<file path="src/rtl/pkt_accum_axil.sv">
// Packet accumulator: sums signed stream beats per packet and queues the results
// in a small FIFO that is drained and inspected over an AXI-Lite read-only port.
module pkt_accum_axil #(
   parameter int DW           = 32,
   parameter int G_INDX_WIDTH = 10,
   parameter int G_DEPTH      = 16,
   parameter int G_PKT_LEN    = 4,
   parameter bit G_MODE_WRAP  = 1'b1,
   parameter int G_ADDR_WIDTH = 8
) (
   input  logic                    i_clk,
   input  logic                    i_rst,
   input  logic                    s_tvalid,
   output logic                    s_tready,
   input  logic                    s_tlast,
   input  logic signed [DW-1:0]    s_tdata,
   input  logic                    s_axil_arvalid,
   output logic                    s_axil_arready,
   input  logic [G_ADDR_WIDTH-1:0] s_axil_araddr,
   output logic                    s_axil_rvalid,
   input  logic                    s_axil_rready,
   output logic [31:0]             s_axil_rdata,
   output logic [1:0]              s_axil_rresp
);
   localparam int AW  = (G_DEPTH > 1) ? $clog2(G_DEPTH) : 1;
   localparam int WAW = G_ADDR_WIDTH - 2;
   localparam logic [1:0] OKAY = 2'b00, SLVERR = 2'b10;

   typedef logic [AW-1:0] ptr_t;
   typedef struct packed {
      logic [DW-1:0]           sum;
      logic [G_INDX_WIDTH-1:0] idx;
      logic                    err;
      logic [7:0]              cnt;
   } ent_t;

   logic                    rdy_q;
   logic signed [DW-1:0]    acc_q, acc_d, sum_nx;
   logic [7:0]              cnt_q, cnt_d, cnt_nx;
   logic                    cmt_q, cmt_d;
   logic signed [DW-1:0]    csum_q, csum_d;
   logic [7:0]              ccnt_q, ccnt_d;
   logic [G_INDX_WIDTH-1:0] pkt_q, pkt_d;
   ptr_t                    head_q, head_d, tail_q, tail_d;
   logic [AW:0]             fill_q, fill_d;
   logic                    ovf_q, ovf_d;
   logic                    rvalid_q, rvalid_d;
   logic [31:0]             rdata_q, rdata_d;
   logic [1:0]              rresp_q, rresp_d;

   ent_t                    mem [G_DEPTH];
   ent_t                    head_e, new_e;
   logic signed [DW-1:0]    head_sum;
   logic [WAW-1:0]          wa;
   logic                    beat, ar_hs, empty, full, pop, push, ovw, drop, wr_en;
   logic                    unused_addr;

   assign s_tready       = rdy_q;
   assign s_axil_arready = rdy_q & ~rvalid_q;
   assign s_axil_rvalid  = rvalid_q;
   assign s_axil_rdata   = rdata_q;
   assign s_axil_rresp   = rresp_q;

   assign beat        = s_tvalid & rdy_q;
   assign ar_hs       = s_axil_arvalid & s_axil_arready;
   assign wa          = s_axil_araddr[G_ADDR_WIDTH-1:2];
   assign unused_addr = ^s_axil_araddr[1:0];
   assign empty       = (fill_q == '0);
   assign full        = (fill_q == (AW+1)'(G_DEPTH));
   assign head_e      = mem[head_q];
   assign head_sum    = head_e.sum;

   // Accumulator clears on the tlast beat so a new packet can start right behind it.
   always_comb begin
      acc_d  = acc_q;
      cnt_d  = cnt_q;
      cmt_d  = 1'b0;
      csum_d = csum_q;
      ccnt_d = ccnt_q;
      sum_nx = acc_q + s_tdata;
      cnt_nx = (cnt_q == 8'hFF) ? cnt_q : cnt_q + 8'd1;
      if (beat) begin
         if (s_tlast) begin
            cmt_d  = 1'b1;
            csum_d = sum_nx;
            ccnt_d = cnt_nx;
            acc_d  = '0;
            cnt_d  = '0;
         end else begin
            acc_d = sum_nx;
            cnt_d = cnt_nx;
         end
      end
   end

   // A pop in the same cycle frees a slot, so a full FIFO then takes a plain push.
   always_comb begin
      pop    = ar_hs && (wa == WAW'(2)) && !empty;
      push   = cmt_q && (!full || pop);
      ovw    = cmt_q && full && !pop && G_MODE_WRAP;
      drop   = cmt_q && full && !pop && !G_MODE_WRAP;
      wr_en  = push | ovw;
      new_e  = '{sum: csum_q, idx: pkt_q, err: (ccnt_q != 8'(G_PKT_LEN)), cnt: ccnt_q};
      pkt_d  = cmt_q ? pkt_q + 1'b1 : pkt_q;
      tail_d = wr_en ? tail_q + ptr_t'(1) : tail_q;
      head_d = (pop | ovw) ? head_q + ptr_t'(1) : head_q;
      fill_d = fill_q;
      if (push && !pop)      fill_d = fill_q + 1'b1;
      else if (pop && !push) fill_d = fill_q - 1'b1;

      rvalid_d = rvalid_q;
      rdata_d  = rdata_q;
      rresp_d  = rresp_q;
      ovf_d    = ovf_q;
      if (rvalid_q && s_axil_rready) rvalid_d = 1'b0;
      if (ar_hs) begin
         rvalid_d = 1'b1;
         rdata_d  = '0;
         rresp_d  = SLVERR;
         case (wa)
            WAW'(0): begin
               rdata_d = {21'b0, ovf_q, empty, full, 8'(fill_q)};
               rresp_d = OKAY;
               ovf_d   = 1'b0;
            end
            WAW'(1): begin
               rdata_d = 32'(pkt_q);
               rresp_d = OKAY;
            end
            WAW'(2): if (!empty) begin
               rdata_d = 32'(head_sum);
               rresp_d = OKAY;
            end
            WAW'(3): if (!empty) begin
               rdata_d = {16'(head_e.idx), 7'b0, head_e.err, head_e.cnt};
               rresp_d = OKAY;
            end
            default: ;
         endcase
      end
      if (ovw | drop) ovf_d = 1'b1;
   end

   always_ff @(posedge i_clk or posedge i_rst) begin
      if (i_rst) begin
         rdy_q    <= 1'b0;
         acc_q    <= '0;
         cnt_q    <= '0;
         cmt_q    <= 1'b0;
         csum_q   <= '0;
         ccnt_q   <= '0;
         pkt_q    <= '0;
         head_q   <= '0;
         tail_q   <= '0;
         fill_q   <= '0;
         ovf_q    <= 1'b0;
         rvalid_q <= 1'b0;
         rdata_q  <= '0;
         rresp_q  <= '0;
      end else begin
         rdy_q    <= 1'b1;
         acc_q    <= acc_d;
         cnt_q    <= cnt_d;
         cmt_q    <= cmt_d;
         csum_q   <= csum_d;
         ccnt_q   <= ccnt_d;
         pkt_q    <= pkt_d;
         head_q   <= head_d;
         tail_q   <= tail_d;
         fill_q   <= fill_d;
         ovf_q    <= ovf_d;
         rvalid_q <= rvalid_d;
         rdata_q  <= rdata_d;
         rresp_q  <= rresp_d;
      end
   end

   always_ff @(posedge i_clk) begin
      if (wr_en) mem[tail_q] <= new_e;
   end
endmodule
</file>
<file path="config.mk">
export PLATFORM = sky130hd
export DESIGN_NAME = pkt_accum_axil
export DESIGN_NICKNAME = d
export VERILOG_FILES = /design/src/rtl/pkt_accum_axil.sv
export SDC_FILE = /design/constraint.sdc
export NUM_CORES = 1
export LEC_CHECK = 0
export BUFFER_PORTS_ARGS = -buffer_cell sky130_fd_sc_hd__buf_2
export CAP_MARGIN = 30
export CORE_UTILIZATION = 55
export DETAILED_ROUTE_END_ITERATION = 7
export PLACE_DENSITY = 0.72
export SLEW_MARGIN = 15
export SYNTH_ARGS = -nofsm -noshare
export SYNTH_HDL_FRONTEND = slang
export SYNTH_SLANG_ARGS = --single-unit
</file>
<file path="constraint.sdc">
create_clock -name i_clk -period 5.1 [get_ports i_clk]
set_input_delay 0.51 -clock i_clk [delete_from_list [all_inputs] [get_ports i_clk]]
set_output_delay 0.51 -clock i_clk [all_outputs]
set_load 0.03 [all_outputs]
</file>
==> impl_metrics.yaml <==
outcome:
  status: "complete, no violations"
synth:
  synthCells: 2058
  yosys-top-cells-count: "edfxtp_1 (816), mux4_2 (202), dfrtp_1 (140), nand2_1 (140), o21ai_0 (130)"
  seq_area_frac_synth_pct: 73.1
  ys_ff_latch: 956
  async_reset_ff_share_pct: 14.6
  synth_top_area_share_pct: 64.0
  synth_cell_types: 68
  post-synth-top-count-cell: "edfxtp_1"
  syn_nets: 2148
  yosysWarnings: 0
  synth.avg_cell_area_um2: 18.6
  syn_area_um2: 38300
  ys.flop_type: "edfxtp_1"
  synth_edf_count: 816
  yosys.area.top_type: "edfxtp_1"
  synthTopCellsByArea: "edfxtp_1 (64%), mux4_2 (12%), dfrtp_1 (9.1%)"
routing:
  ant_nets: 0
  wl_um: 86400
  drc: 0
  viasPerCell: 6.25
  vias: 19900
  wl_per_cell_um: 27.1
  firstDrtPassIters: 6
  drtIter0Drc: 2041
placement:
  place_area_um2: 39900
  io_buffers: 79
  gp_congestion: 0.843
  hpwl_um: 48400
clock_network:
  cts_made_buffers: 94
  cts_resized: 0
  clk_pin_slew_ps: 60
  cts.sinks: 956
  insertion_delay_ps: 660
  clock_path_buffers: 3
  cts_root_buffer: "clkbuf_16"
  htreeDepth: 3
  cts_tree: "yes"
pwr:
  netSwitchingPower_mw: 6.32
  ir_drop_v: 0.000354
  power_frac_comb_pct: 20.7
  power.density_nw_per_um2: 513
  clkPwrFrac_pct: 31.2
  seqPwrFrac_pct: 48.1
  internal_power_mw: 15.8
  p_leak_nw: 14.8
  switching_share_pct: 28.6
layout:
  num-fill-cells: 4717
  n_antenna_cell: 0
  fin_nets: 2263
  fin_area_um2: 43100
  area_growth_pct: 12.4
  drive_gt1_share_pct: 22.6
global_route:
  grt_max_degree: 62
  use_met1_pct: 34.3
  gr-usage-met2_pct: 41.0
  grt_busiest_layer: "met2"
  grt_pass1_vias: 20300
  overflow: 0
  grt_pass1_wl_um: 128000
  antenna_found_initial: 0
  grt_usage_pct: 25.0
  grt_util_met3_pct: 4.71
sta:
  drv_slew: 0
  worst_slew_pin_slew_ps: 954
  finalCritPeriodShare_pct: 74.8
  maxSlewHeadroom_pct: 36.3
  tns_ps: 0
  fin_skew_ps: 28.5
  setup_viol: 0
  finalHoldViolCount: 0
  fmax_ghz: 0.262
  grt_setup_unrepaired: "no"
  min_period_ps: 3810
setup_path:
  endpoint_kind: "flop"
  worstPathRequired_ps: 5630
  path_buf_inv: 2
  critPathTopFamily: "simple AND/OR/NAND/NOR gates"
  worstPathCellList: "nor4_1 -> nand2_1 -> nand2_1 -> or3_1 -> nor2_1 -> inv_1 -> a31oi_1 -> ha_1 -> inv_1 -> ha_1 -> a21o_1 -> a21oi_1 -> xnor2_1 -> nor2_1 -> xnor2_1"
  crit_arrival_ps: 4340
  setup.worst_path.class: "reg2reg"
  rrSetupSlack_ps: 1290
  critical_path.max_stage_delay_ps: 730
  cp_max_fo: 8
  crit_slowest_cell: "nor4_1"
  crit_path_start_kind: "flop"
floorplanning:
  rows: 96
  die_w_um: 266
  dieArea_um2: 70700
  core_area_um2: 68700
  start_util_pct: 55.7
  dieHeight_um: 266
  num_io_pins: 83
worst_hold_path:
  hp-class: "in2reg"
job:
  drv_cap: 0
[layer usage]
| layer | share of wire [%] | wire (um) |
|---|---|---|
| met3 | 8.6 | 7400 |
| met1 | 40 | 34600 |
| met4 | 2.5 | 2130 |
| met2 | 49 | 42300 |
| met5 | 0 | 0 |
[per-stage QoR]
step	total power, mW	cells	setup WS (ps)	util (%)	hold slack, ps
6_report	22.1	3184	1290	62.7	52.6
5_1_grt	22.9	3184	1030	62.7	58.4
4_1_cts	22.2	3184	1330	62.7	31.5
3_5_place_dp	15.4	3007	1120	58.1	469
3_3_place_gp	15.2	3006	1190	58.1	467
2_1_floorplan	13.9	2058	108	-	454
[layout make-up]
type	count	area, um2	share of cell area, %
inverters	27	108	0.250
clock inverters	58	587	1.36
well taps	931	1160	2.71
flip-flops and latches	956	28000	65.1
multi-input cells	966	9760	22.7
clock buffers	118	2500	5.82
repair buffers	128	911	2.12
[worst paths after layout]
kind,start,to,cells past startpoint
worst min register to register,s_axil_rdata[5]$_DFFE_PP0P_,s_axil_rdata[5]$_DFFE_PP0P_,2
max in group asynchronous,i_rst,head_q[1]$_DFFE_PP0P_,4
worst max register to register,fill_q[1]$_DFFE_PP0P_,fill_q[4]$_DFFE_PP0P_,15
min in group asynchronous,i_rst,acc_q[11]$_DFFE_PP0P_,3
worst max-delay path,fill_q[1]$_DFFE_PP0P_,fill_q[4]$_DFFE_PP0P_,15
worst min-delay path,s_axil_rready,s_axil_rvalid$_DFFE_PP0P_,2
[power groups by stage]
stage	Combinational, mW	Clock (mW)	Sequential (mW)
6_report	4.57	6.89	10.6
4_1_cts	4.60	6.97	10.6
3_5_place_dp	4.58	0	10.8
3_3_place_gp	4.47	0	10.7
2_1_floorplan	3.64	0	10.3
5_1_grt	4.93	7.25	10.7
[kinds of logic after synthesis]
kind of cell             count (synthesis)  synth area share (%)
adder cells (fa/ha/maj)                 44                  1.48
AO/OA/AOI/OAI                          321                  5.46
other                                    2                0.0196
buffers and inverters                  136                  1.67
AND/OR/NAND/NOR                        266                  3.06
XOR/XNOR                                55                  1.29
multiplexers                           278                  13.9
flip-flops                             956                  73.1
[layout by cell type, fill, tap and decap left out, types with 23 or more instances in the layout]
cell type / Yosys / layout
a21o_1: 23 / 23
mux4_2: 202 / 202
mux2i_1: 72 / 72
nand2_1: 140 / 138
buf_4: 11 / 36
dfrtp_1: 140 / 137
xnor2_1: 34 / 34
ha_1: 42 / 42
a221oi_1: 37 / 37
o21ai_0: 130 / 130
inv_1: 26 / 25
nor2_1: 53 / 41
buf_2: 22 / 79
a21oi_1: 50 / 50
clkbuf_16: 0 / 95
edfxtp_1: 816 / 816
[state kept, by name (all words and copies together) (netlist names)]
name	count
ccnt_q	8
s_axil_rdata	32
mem	816
tail_q	4
head_q	4
ovf_q	1
cmt_q	1
s_tready	1
acc_q	32
fill_q	5
csum_q	32
s_axil_rvalid	1
s_axil_rresp	1
cnt_q	8
pkt_q	10
[repair_timing]
item	CTS	global route
setup buffers	0	0
hold buffers	1	0
endpoints found under the hold margin	37	0
No activity file was read; power rests on OpenSTA's default activity.
